==> src/rtl/hazard_pkg.sv <==
// Shared encodings for the pipeline hazard sequencer: forwarding selects,
// result-source codes, sequencer states and the register-match helper.
package hazard_pkg;

  localparam logic [1:0] FWD_RF   = 2'b00;
  localparam logic [1:0] FWD_W    = 2'b01;
  localparam logic [1:0] FWD_M    = 2'b10;
  localparam logic [1:0] RES_LOAD = 2'b01;

  typedef enum logic [1:0] {
    ST_INIT     = 2'b00,
    ST_RUN      = 2'b01,
    ST_MEM_WAIT = 2'b10
  } state_e;

  // A producer feeds a consumer only when it writes back and is not x0.
  function automatic logic reg_match(input logic [4:0] rd, input logic [4:0] rs,
                                     input logic we);
    return we & (rd != 5'd0) & (rd == rs);
  endfunction

endpackage

==> src/rtl/fwd_sel.sv <==
// Operand forwarding select for one Execute source register; the M-stage
// result is younger than the W-stage result, so it takes priority.
module fwd_sel
  import hazard_pkg::*;
(
  input  logic [4:0] rs_i,
  input  logic [4:0] rd_m_i,
  input  logic [4:0] rd_w_i,
  input  logic       reg_write_m_i,
  input  logic       reg_write_w_i,
  output logic [1:0] sel_o
);

  always_comb begin
    sel_o = FWD_RF;
    if (reg_match(rd_m_i, rs_i, reg_write_m_i)) begin
      sel_o = FWD_M;
    end else if (reg_match(rd_w_i, rs_i, reg_write_w_i)) begin
      sel_o = FWD_W;
    end else begin
      sel_o = FWD_RF;
    end
  end

endmodule

==> src/rtl/hazard_ctrl.sv <==
// Pipeline sequencer for the 5-stage core: forwarding, load-use stall, branch flush and
// data-memory wait with timeout. Define HAZARD_PERF_EN to build the saturating perf counters.
module hazard_ctrl
  import hazard_pkg::*;
#(
  parameter int MEM_TIMEOUT = 16,
  parameter int CNT_W       = 32
) (
  input  logic             clk,
  input  logic             reset,
  input  logic [4:0]       Rs1D,
  input  logic [4:0]       Rs2D,
  input  logic [4:0]       Rs1E,
  input  logic [4:0]       Rs2E,
  input  logic [4:0]       RdE,
  input  logic [4:0]       RdM,
  input  logic [4:0]       RdW,
  input  logic [1:0]       ResultSrcE,
  input  logic             RegWriteM,
  input  logic             RegWriteW,
  input  logic             PCSrcE,
  input  logic             mem_req,
  input  logic             mem_ready,
  output logic [1:0]       ForwardAE,
  output logic [1:0]       ForwardBE,
  output logic             StallF,
  output logic             StallD,
  output logic             StallE,
  output logic             StallM,
  output logic             FlushD,
  output logic             FlushE,
  output logic             FlushW,
  output logic             mem_err,
  output logic [CNT_W-1:0] stall_cnt,
  output logic [CNT_W-1:0] flush_cnt,
  output logic [CNT_W-1:0] memwait_cnt
);

  localparam int              WC_W    = (MEM_TIMEOUT < 1) ? 1 : $clog2(MEM_TIMEOUT + 1);
  localparam logic [WC_W-1:0] TMO_VAL = WC_W'(MEM_TIMEOUT);
  localparam logic            TMO_EN  = (MEM_TIMEOUT != 0);

  state_e          state_q, state_d;
  logic [WC_W-1:0] wait_cnt_q, wait_cnt_d;
  logic            lw_stall_s, mem_stall_s, tmo_s;

  fwd_sel u_fwd_a (
    .rs_i          (Rs1E),
    .rd_m_i        (RdM),
    .rd_w_i        (RdW),
    .reg_write_m_i (RegWriteM),
    .reg_write_w_i (RegWriteW),
    .sel_o         (ForwardAE)
  );

  fwd_sel u_fwd_b (
    .rs_i          (Rs2E),
    .rd_m_i        (RdM),
    .rd_w_i        (RdW),
    .reg_write_m_i (RegWriteM),
    .reg_write_w_i (RegWriteW),
    .sel_o         (ForwardBE)
  );

  assign lw_stall_s = (ResultSrcE == RES_LOAD) & (RdE != 5'd0) & ((RdE == Rs1D) | (RdE == Rs2D));
  assign tmo_s      = TMO_EN & (wait_cnt_q == TMO_VAL);

  // Sequencer state and memory wait counter.
  always_ff @(posedge clk or posedge reset) begin
    if (reset) begin
      state_q    <= ST_INIT;
      wait_cnt_q <= '0;
    end else begin
      state_q    <= state_d;
      wait_cnt_q <= wait_cnt_d;
    end
  end

  // Next state plus all stall/flush enables, same cycle as the inputs.
  always_comb begin
    state_d     = state_q;
    wait_cnt_d  = wait_cnt_q;
    mem_stall_s = 1'b0;
    mem_err     = 1'b0;
    StallF      = 1'b0;
    StallD      = 1'b0;
    StallE      = 1'b0;
    StallM      = 1'b0;
    FlushD      = 1'b0;
    FlushE      = 1'b0;
    FlushW      = 1'b0;
    case (state_q)
      ST_INIT: begin
        StallF  = 1'b1;
        FlushD  = 1'b1;
        FlushE  = 1'b1;
        state_d = ST_RUN;
      end
      ST_RUN: begin
        if (mem_req & ~mem_ready) begin
          mem_stall_s = 1'b1;
          state_d     = ST_MEM_WAIT;
          wait_cnt_d  = WC_W'(1);
        end else begin
          state_d = ST_RUN;
        end
      end
      ST_MEM_WAIT: begin
        // A completing access wins over a timeout landing on the same cycle.
        if (mem_ready) begin
          state_d = ST_RUN;
        end else if (tmo_s) begin
          state_d = ST_RUN;
          mem_err = 1'b1;
        end else begin
          mem_stall_s = 1'b1;
          wait_cnt_d  = wait_cnt_q + WC_W'(1);
        end
      end
      default: begin
        state_d = ST_INIT;
      end
    endcase

    if (state_q == ST_INIT) begin
      FlushW = 1'b0;
    end else if (mem_stall_s) begin
      // Freeze the whole pipe; D/E stay held so load-use and redirect are re-seen later.
      StallF = 1'b1;
      StallD = 1'b1;
      StallE = 1'b1;
      StallM = 1'b1;
      FlushW = 1'b1;
    end else begin
      StallF = lw_stall_s;
      StallD = lw_stall_s & ~PCSrcE;
      FlushE = lw_stall_s | PCSrcE;
      FlushD = PCSrcE;
      FlushW = mem_err;
    end
  end

`ifdef HAZARD_PERF_EN
  logic [CNT_W-1:0] stall_cnt_q, flush_cnt_q, memwait_cnt_q;

  // Saturating performance counters.
  always_ff @(posedge clk or posedge reset) begin
    if (reset) begin
      stall_cnt_q   <= '0;
      flush_cnt_q   <= '0;
      memwait_cnt_q <= '0;
    end else begin
      if (StallF && (stall_cnt_q != '1)) begin
        stall_cnt_q <= stall_cnt_q + CNT_W'(1);
      end
      if ((FlushD || FlushE) && (flush_cnt_q != '1)) begin
        flush_cnt_q <= flush_cnt_q + CNT_W'(1);
      end
      if (mem_stall_s && (memwait_cnt_q != '1)) begin
        memwait_cnt_q <= memwait_cnt_q + CNT_W'(1);
      end
    end
  end

  assign stall_cnt   = stall_cnt_q;
  assign flush_cnt   = flush_cnt_q;
  assign memwait_cnt = memwait_cnt_q;
`else
  assign stall_cnt   = '0;
  assign flush_cnt   = '0;
  assign memwait_cnt = '0;
`endif

endmodule

==> config.mk <==
export PLATFORM = sky130hd
export DESIGN_NAME = hazard_ctrl
export DESIGN_NICKNAME = d
export VERILOG_FILES = /design/src/rtl/hazard_pkg.sv /design/src/rtl/fwd_sel.sv /design/src/rtl/hazard_ctrl.sv
export SDC_FILE = /design/constraint.sdc
export NUM_CORES = 1
export LEC_CHECK = 0
export ABC_CLOCK_PERIOD_IN_PS = 1800
export CELL_PAD_IN_SITES_DETAIL_PLACEMENT = 1
export CELL_PAD_IN_SITES_GLOBAL_PLACEMENT = 1
export CORE_MARGIN = 2
export CORE_UTILIZATION = 21
export DETAILED_ROUTE_END_ITERATION = 6
export HOLD_SLACK_MARGIN = 0.1
export PLACE_DENSITY_LB_ADDON = 0.1
export SLEW_MARGIN = 5
export SYNTH_ARGS = -nofsm -noshare
export SYNTH_HDL_FRONTEND = slang
export SYNTH_SLANG_ARGS = --single-unit
==> constraint.sdc <==
create_clock -name clk -period 1.8 [get_ports clk]
set_input_delay 0.18 -clock clk [delete_from_list [all_inputs] [get_ports clk]]
set_output_delay 0.18 -clock clk [all_outputs]
set_load 0.01 [all_outputs]
---- Word-level counts from Yosys, hierarchy flattened ----
Cells that the tools add are included.
cells by class
  add/subtract/negate cells ............... 1
  multiply operators ...................... 0
  div/mod/pow operators ................... 0
  $lt $le $gt $ge ......................... 0
  eq/ne operators ......................... 14
  shifts and indexed selects .............. 0
  multiplexer cells ....................... 32
  bitwise gates (word level) .............. 14
  reduce and logical (&&, ||, !) cells .... 6
operator list
  operator                                                          count
  5-bit == test                                                     6
  1-bit two-way mux                                                 21
  5-bit two-way mux                                                 3
  5-bit nonzero test                                                3
  1-bit bitwise AND                                                 10
  2-bit two-way mux                                                 5
  5-bit one-hot mux with 2 select lines                             1
  2-bit inequality test (second input constant)                     3
  2-bit one-hot mux with 3 select lines                             1
  5-bit by 1-bit adder with 5-bit output (second input constant)    1
  5-bit == test (second input constant)                             1
  2-bit by 1-bit == test with 1-bit output (second input constant)  2
  4-bit AND reduction                                               1
  3-bit inequality test (second input constant)                     1
  2-bit == test (second input constant)                             1
  2-bit zero test                                                   1
  1-bit inverter                                                    2
  1-bit OR                                                          2
  1-bit one-hot mux with 2 select lines                             1
  2-bit nonzero test                                                1
storage, ports and cells
  register bits ........................... 7
  bits in latches ......................... 0
  bits in writable memories ............... 0
  ROM bits ................................ 0
  bits of input ports ..................... 44
  memories ................................ 0

---- Longest topological paths before layout ----
  word-level depth ........................ 6
  mapped depth ............................ 7
  mapped depth without buffers ............ 6

---- Hierarchy ----
From an unflattened synthesis, not the netlist that was laid out.
unflattened totals
  cells, all modules ...................... 216
  area total of the unflattened synthesis .. 1724.2 µm²
modules (own cells, without submodules)
  module       instances  cells each  area an instance (µm²)
  hazard_ctrl  1          176         1421.4
  fwd_sel      2          20          151.4

---- Worst setup path after synthesis ----
Ideal clock, no wire load.
  path type ............................... register -> output
  from .................................... register state_q[1]
  to ...................................... output FlushE
  data arrival time ....................... 1.605 ns
  required time ........................... 1.620 ns
  path slack .............................. 0.015 ns
  stages on the path, launching flop included .. 7
  cells stage by stage .................... dfrtp_1 inv_1 ha_1 and3b_1 o21ba_2 nor2_1 o311ai_0
between the ends
  longest elaborated chain between the ends .. 4
  elaborated cells between the ends (all ways) .. 7
  classes of those cells .................. eq/ne: 2; mux: 4; reduce/logical: 1
RTL lines
  item                                                                               RTL line            text
  start, declared                                                                    hazard_ctrl.sv:43   state_e state_q, state_d;
  start signal, assigned                                                             hazard_ctrl.sv:74   state_q <= state_d;
  2-bit == test, or another cell as far along                                        hazard_ctrl.sv:92   case (state_q)
  1-bit one-hot mux with 2 select lines / 1-bit two-way mux (equally long branches)  hazard_ctrl.sv:92
  1-bit two-way mux                                                                  hazard_ctrl.sv:127  end else if (mem_stall_s) begin
  1-bit two-way mux (*)                                                              hazard_ctrl.sv:125  if (state_q == ST_INIT) begin
  end, declared                                                                      hazard_ctrl.sv:31   output logic FlushE,
Mark *: on every way between the ends. The rest lies on a longest branch, timed or not.

---- Worst setup path in the final report ----
  from .................................... register state_q[0]
  to ...................................... output FlushW
between the ends
  longest elaborated chain between the ends .. 4
  elaborated cells between the ends (all ways) .. 7
  classes of those cells .................. eq/ne: 2; mux: 4; reduce/logical: 1
RTL lines
  item                                                                               RTL line            text
  2-bit == test / 2-bit by 1-bit == test with 1-bit output (equally long branches)   hazard_ctrl.sv:92
  1-bit one-hot mux with 2 select lines / 1-bit two-way mux (equally long branches)  hazard_ctrl.sv:92
  1-bit two-way mux                                                                  hazard_ctrl.sv:127
  1-bit two-way mux (*)                                                              hazard_ctrl.sv:125
  end, declared                                                                      hazard_ctrl.sv:32   output logic FlushW,
Marks and branches as above.

==> impl_summary.txt <==
----------------------------------------------------
[Power]
  Overall power of the completed layout ... 1640 uW
  Peak supply drop ... 0.241 mV
  Cell Pwr Density ... 647 mW/mm^2
  LEAKAGE ... 0.00131 uW

[Yosys]
  Post-synth EDFFs ... 0
  Synth async-reset ratio ... 100%
  Top-area cell type share of the netlist area ... 43.3%
  Number of warnings issued by yosys ... 0
  Syn avg cell area ... 8.00 sq um
  Library cell occupying the most area in the post-synthesis netlist ... sky130_fd_sc_hd__buf_4
  Mapped Cells ... 210
  Leading register cell type out of synthesis ... sky130_fd_sc_hd__dfrtp_1
  Most repeated cell in the gate-level netlist after synthesis ... sky130_fd_sc_hd__buf_4
  Distinct cells, synth ... 38
  Top post-synthesis cells by area ... sky130_fd_sc_hd__buf_4 (43%), sky130_fd_sc_hd__xor2_1 (13%), sky130_fd_sc_hd__dfrtp_1 (10%)
  Post-synthesis sequential element count ... 7
  Most common library cells after synthesis ... sky130_fd_sc_hd__buf_4 (97), sky130_fd_sc_hd__xor2_1 (24), sky130_fd_sc_hd__nor2_1 (9), sky130_fd_sc_hd__xnor2_1 (9)
  Mapped cell area ... 0.00168 sq mm
  Sequential area share after synthesis ... 10.4%

[Worst setup path]
  Worst Path Arrival ... 1.72 ns
  Worst endpoint required time ... 1.62 ns
  Launching element type of the critical path ... flip-flop
  Most used cell, CP ... sky130_fd_sc_hd__buf_6
  Crit-path max FO ... 2
  Highest-delay cell along the critical path ... sky130_fd_sc_hd__dfrtp_1
  Type of destination of the critical path ... primary output
  Slowest cell delay on critical path ... 0.38 ns
  WS Path Type ... reg2out
  Cell-by-cell trace of the critical path ... ha_1 -> and3b_1 -> o21ba_4 -> nor2_4 -> buf_6 -> o21a_1 -> buf_6

[Hold path]
  Worst min-delay path class ... in2async

[Floorplanning]
  Placeable core area ... 0.00773 sq mm
  Y dimension of the die ... 93.5 um
  Die span in x ... 93.5 um
  Initial Utilization ... 21.7%
  Core Rows ... 32
  IO Count ... 152
  Die outline area ... 0.00873 sq mm

[Routing]
  Post-DRT Antenna Nets ... 0
  Drc violations ... 0
  Met1 wire length ... 1670 um
  Max layer used ... met4
  Total vias in the final route ... 1,444
  Router iterations before antenna repair ... 2
  Routed wire length ... 4740 um
  Met3 routed WL ... 294 um
  Initial DRC count ... 19
  Routed wirelength normalized by instance count ... 11.3 um
  Detail Route met2 WL ... 2770 um
  Mean number of vias per cell ... 3.44

[Timing]
  Maximum achievable frequency ... 525 MHz
  Worst setup slack after layout ... -0.105 ns
  Final number of hold-violating endpoints ... 0
  RSZ-0062 raised after global routing ... true
  Total setup violations reported at the end of the flow ... 7
  Worst-case clock skew ... 0.00290 ns
  Tmin final ... 1.90 ns
  Period Utilization, post-route ... 106%
  Final Max Tran Viols ... 0

[Finish]
  Number of nets at the end of the flow ... 369
  Area of combinational cells with multiple inputs ... 0.00127 sq mm
  Final Instance Area ... 0.00253 sq mm
  Area taken by flip-flops and latches ... 175 sq um
  Filler cell count in the final layout ... 948
  Area overhead of the layout relative to synthesis ... 50.7%
  Share of final-layout standard cells stronger than drive strength 1 ... 32.1%
  Number of diodes ... 0

[Clock tree]
  Max clock buf depth ... 2
  CTS sink cnt ... 7
  CTS HTree Levels ... 1
  Clock-pin slew reported for the worst setup and hold paths after clock tree synthesis ... 0.04 ns
  Post-CTS Hold Fix Bufs ... 0
  CTS tree ... yes
  Master cell of the clock root buffer ... sky130_fd_sc_hd__clkbuf_8
  Number of buffers created by CTS ... 3
  Clock insertion delay at the later pin of the skew report ... 0.23 ns

[GRT]
  Vias in the first global route ... 1,406
  First-pass GRT wire length ... 7040 um
  Final global-route overflow total ... 0
  Initial antenna violation count ... 0
  Pin count of the biggest net entering global routing ... 8
  All-layer global routing usage ... 10.3%

[Placed design]
  Post-place instance area ... 0.00232 sq mm
  IO Port Bufs ... 55
  Last weighted congestion value of the routability-driven placer ... 0.768
  Estimated wirelength of the detail-placed design ... 4140 um

[Run]
  Max-capacitance violation count ... 0

[Run status]
  Status ... complete, but fails checks
  Violated checks ... setup timing

----------------------------------------------------
path summary, 6_finish.rpt:
path                                from       endpoint  slack, ns  cells after the start
max                           state_q[0]         FlushW      -0.10                      7
min in group clk           wait_cnt_q[1]  wait_cnt_q[1]       0.62                      3
min                                reset  wait_cnt_q[2]       0.20                      2
min reg2reg                wait_cnt_q[1]  wait_cnt_q[1]       0.62                      3
max in group asynchronous          reset  wait_cnt_q[1]       1.35                      2
max reg2reg                wait_cnt_q[0]     state_q[1]       0.06                      8
what timing repair did:
action | in CTS | in global routing
pin swaps | 20 | 13
setup endpoints to repair | 14 | 16
setup buffers | 4 | 2
resized for setup | 98 | 31
through the flow:
step           setup TNS [ns]  utilization (%)  instances  hold WS, ns  setup slack [ns]
2_1_floorplan               0                -        305      -0.0166            0.0149
3_3_place_gp            -5.56             30.1        410        0.463            -0.591
3_5_place_dp            -5.75             30.1        410        0.463            -0.605
4_1_cts                -0.595             32.1        418        0.216            -0.138
5_1_grt                 -1.15             32.8        420        0.246            -0.194
6_report               -0.447             32.8        420        0.204            -0.105
power by group:
| part | total (uW) | switching (uW) | internal [uW] |
|---|---|---|---|
| Clock | 227 | 72.9 | 154 |
| Combinational | 1190 | 593 | 596 |
| Sequential | 224 | 22.9 | 201 |
metal layers:
metal / vias up / global-route usage, %
li1: 707 / -
met1: 661 / 11.2
met2: 74 / 21.0
met3: 2 / 1.37
met4: 0 / 1.47
met5: - / 0
sequential cells by signal, summed over array words and instances, names as in the netlist:
| register | flops |
|---|---|
| wait_cnt_q | 5 |
| state_q | 2 |
worst max-delay path: cells and delay by family (launching register included):
family | cells | cell delay, ns
AO/OA/AOI/OAI | 2 | 0.43
flip-flops | 1 | 0.38
AND/OR/NAND/NOR | 2 | 0.25
adder cells (fa/ha/maj) | 1 | 0.21
buffers and inverters | 2 | 0.22
area by class of cell:
class / instances / share of cell area [%]
Clock buffer: 4 / 1.78
Timing Repair Buffer: 106 / 34.8
Sequential cell: 7 / 6.92
Tap cell: 102 / 5.04
Multi-Input combinational cell: 194 / 50.2
Inverter: 7 / 1.24
logic make-up (layout without fill, tap and decap cells):
family / count (synthesis) / after routing / share of synthesized area (%)
xor gates and xnor gates: 33 / 33 / 17.2
buffers and inverters: 104 / 117 / 44.9
muxes: 2 / 2 / 1.27
adders and majority gates: 6 / 6 / 4.47
other: 1 / 96 / 0.223
and+or+nand+nor: 41 / 41 / 15.2
DFF: 7 / 7 / 10.4
AOI/OAI and AO/OA: 16 / 16 / 6.33
layout by cell type (no fill, tap or decap), types with 2 or more instances in the layout:
| cell | n |
|---|---|
| sky130_fd_sc_hd__clkdlybuf4s50_1 | 22 |
| sky130_fd_sc_hd__or4_4 | 3 |
| sky130_fd_sc_hd__nor2_4 | 3 |
| sky130_fd_sc_hd__o21ai_4 | 3 |
| sky130_fd_sc_hd__nand2b_1 | 3 |
| sky130_fd_sc_hd__nor3_1 | 2 |
| sky130_fd_sc_hd__clkbuf_8 | 3 |
| sky130_fd_sc_hd__and2_1 | 2 |
| sky130_fd_sc_hd__nor3_2 | 2 |
| sky130_fd_sc_hd__nor4_2 | 2 |
| sky130_fd_sc_hd__ha_4 | 2 |
| sky130_fd_sc_hd__nand3_1 | 3 |
| sky130_fd_sc_hd__dfrtp_1 | 7 |
| sky130_fd_sc_hd__ha_1 | 3 |
| sky130_fd_sc_hd__dlygate4sd2_1 | 11 |
| sky130_fd_sc_hd__clkbuf_2 | 5 |
| sky130_fd_sc_hd__xor2_1 | 24 |
| sky130_fd_sc_hd__nor2_1 | 5 |
| sky130_fd_sc_hd__nand4_1 | 2 |
| sky130_fd_sc_hd__buf_2 | 10 |
| sky130_fd_sc_hd__buf_4 | 45 |
| sky130_fd_sc_hd__inv_1 | 5 |
| sky130_fd_sc_hd__or3_1 | 2 |
| sky130_fd_sc_hd__dlymetal6s2s_1 | 5 |
| sky130_fd_sc_hd__buf_6 | 8 |
| sky130_fd_sc_hd__o21ai_1 | 2 |
| sky130_fd_sc_hd__xnor2_1 | 9 |
| sky130_fd_sc_hd__conb_1 | 96 |
Power figures use the tool's default switching activity.
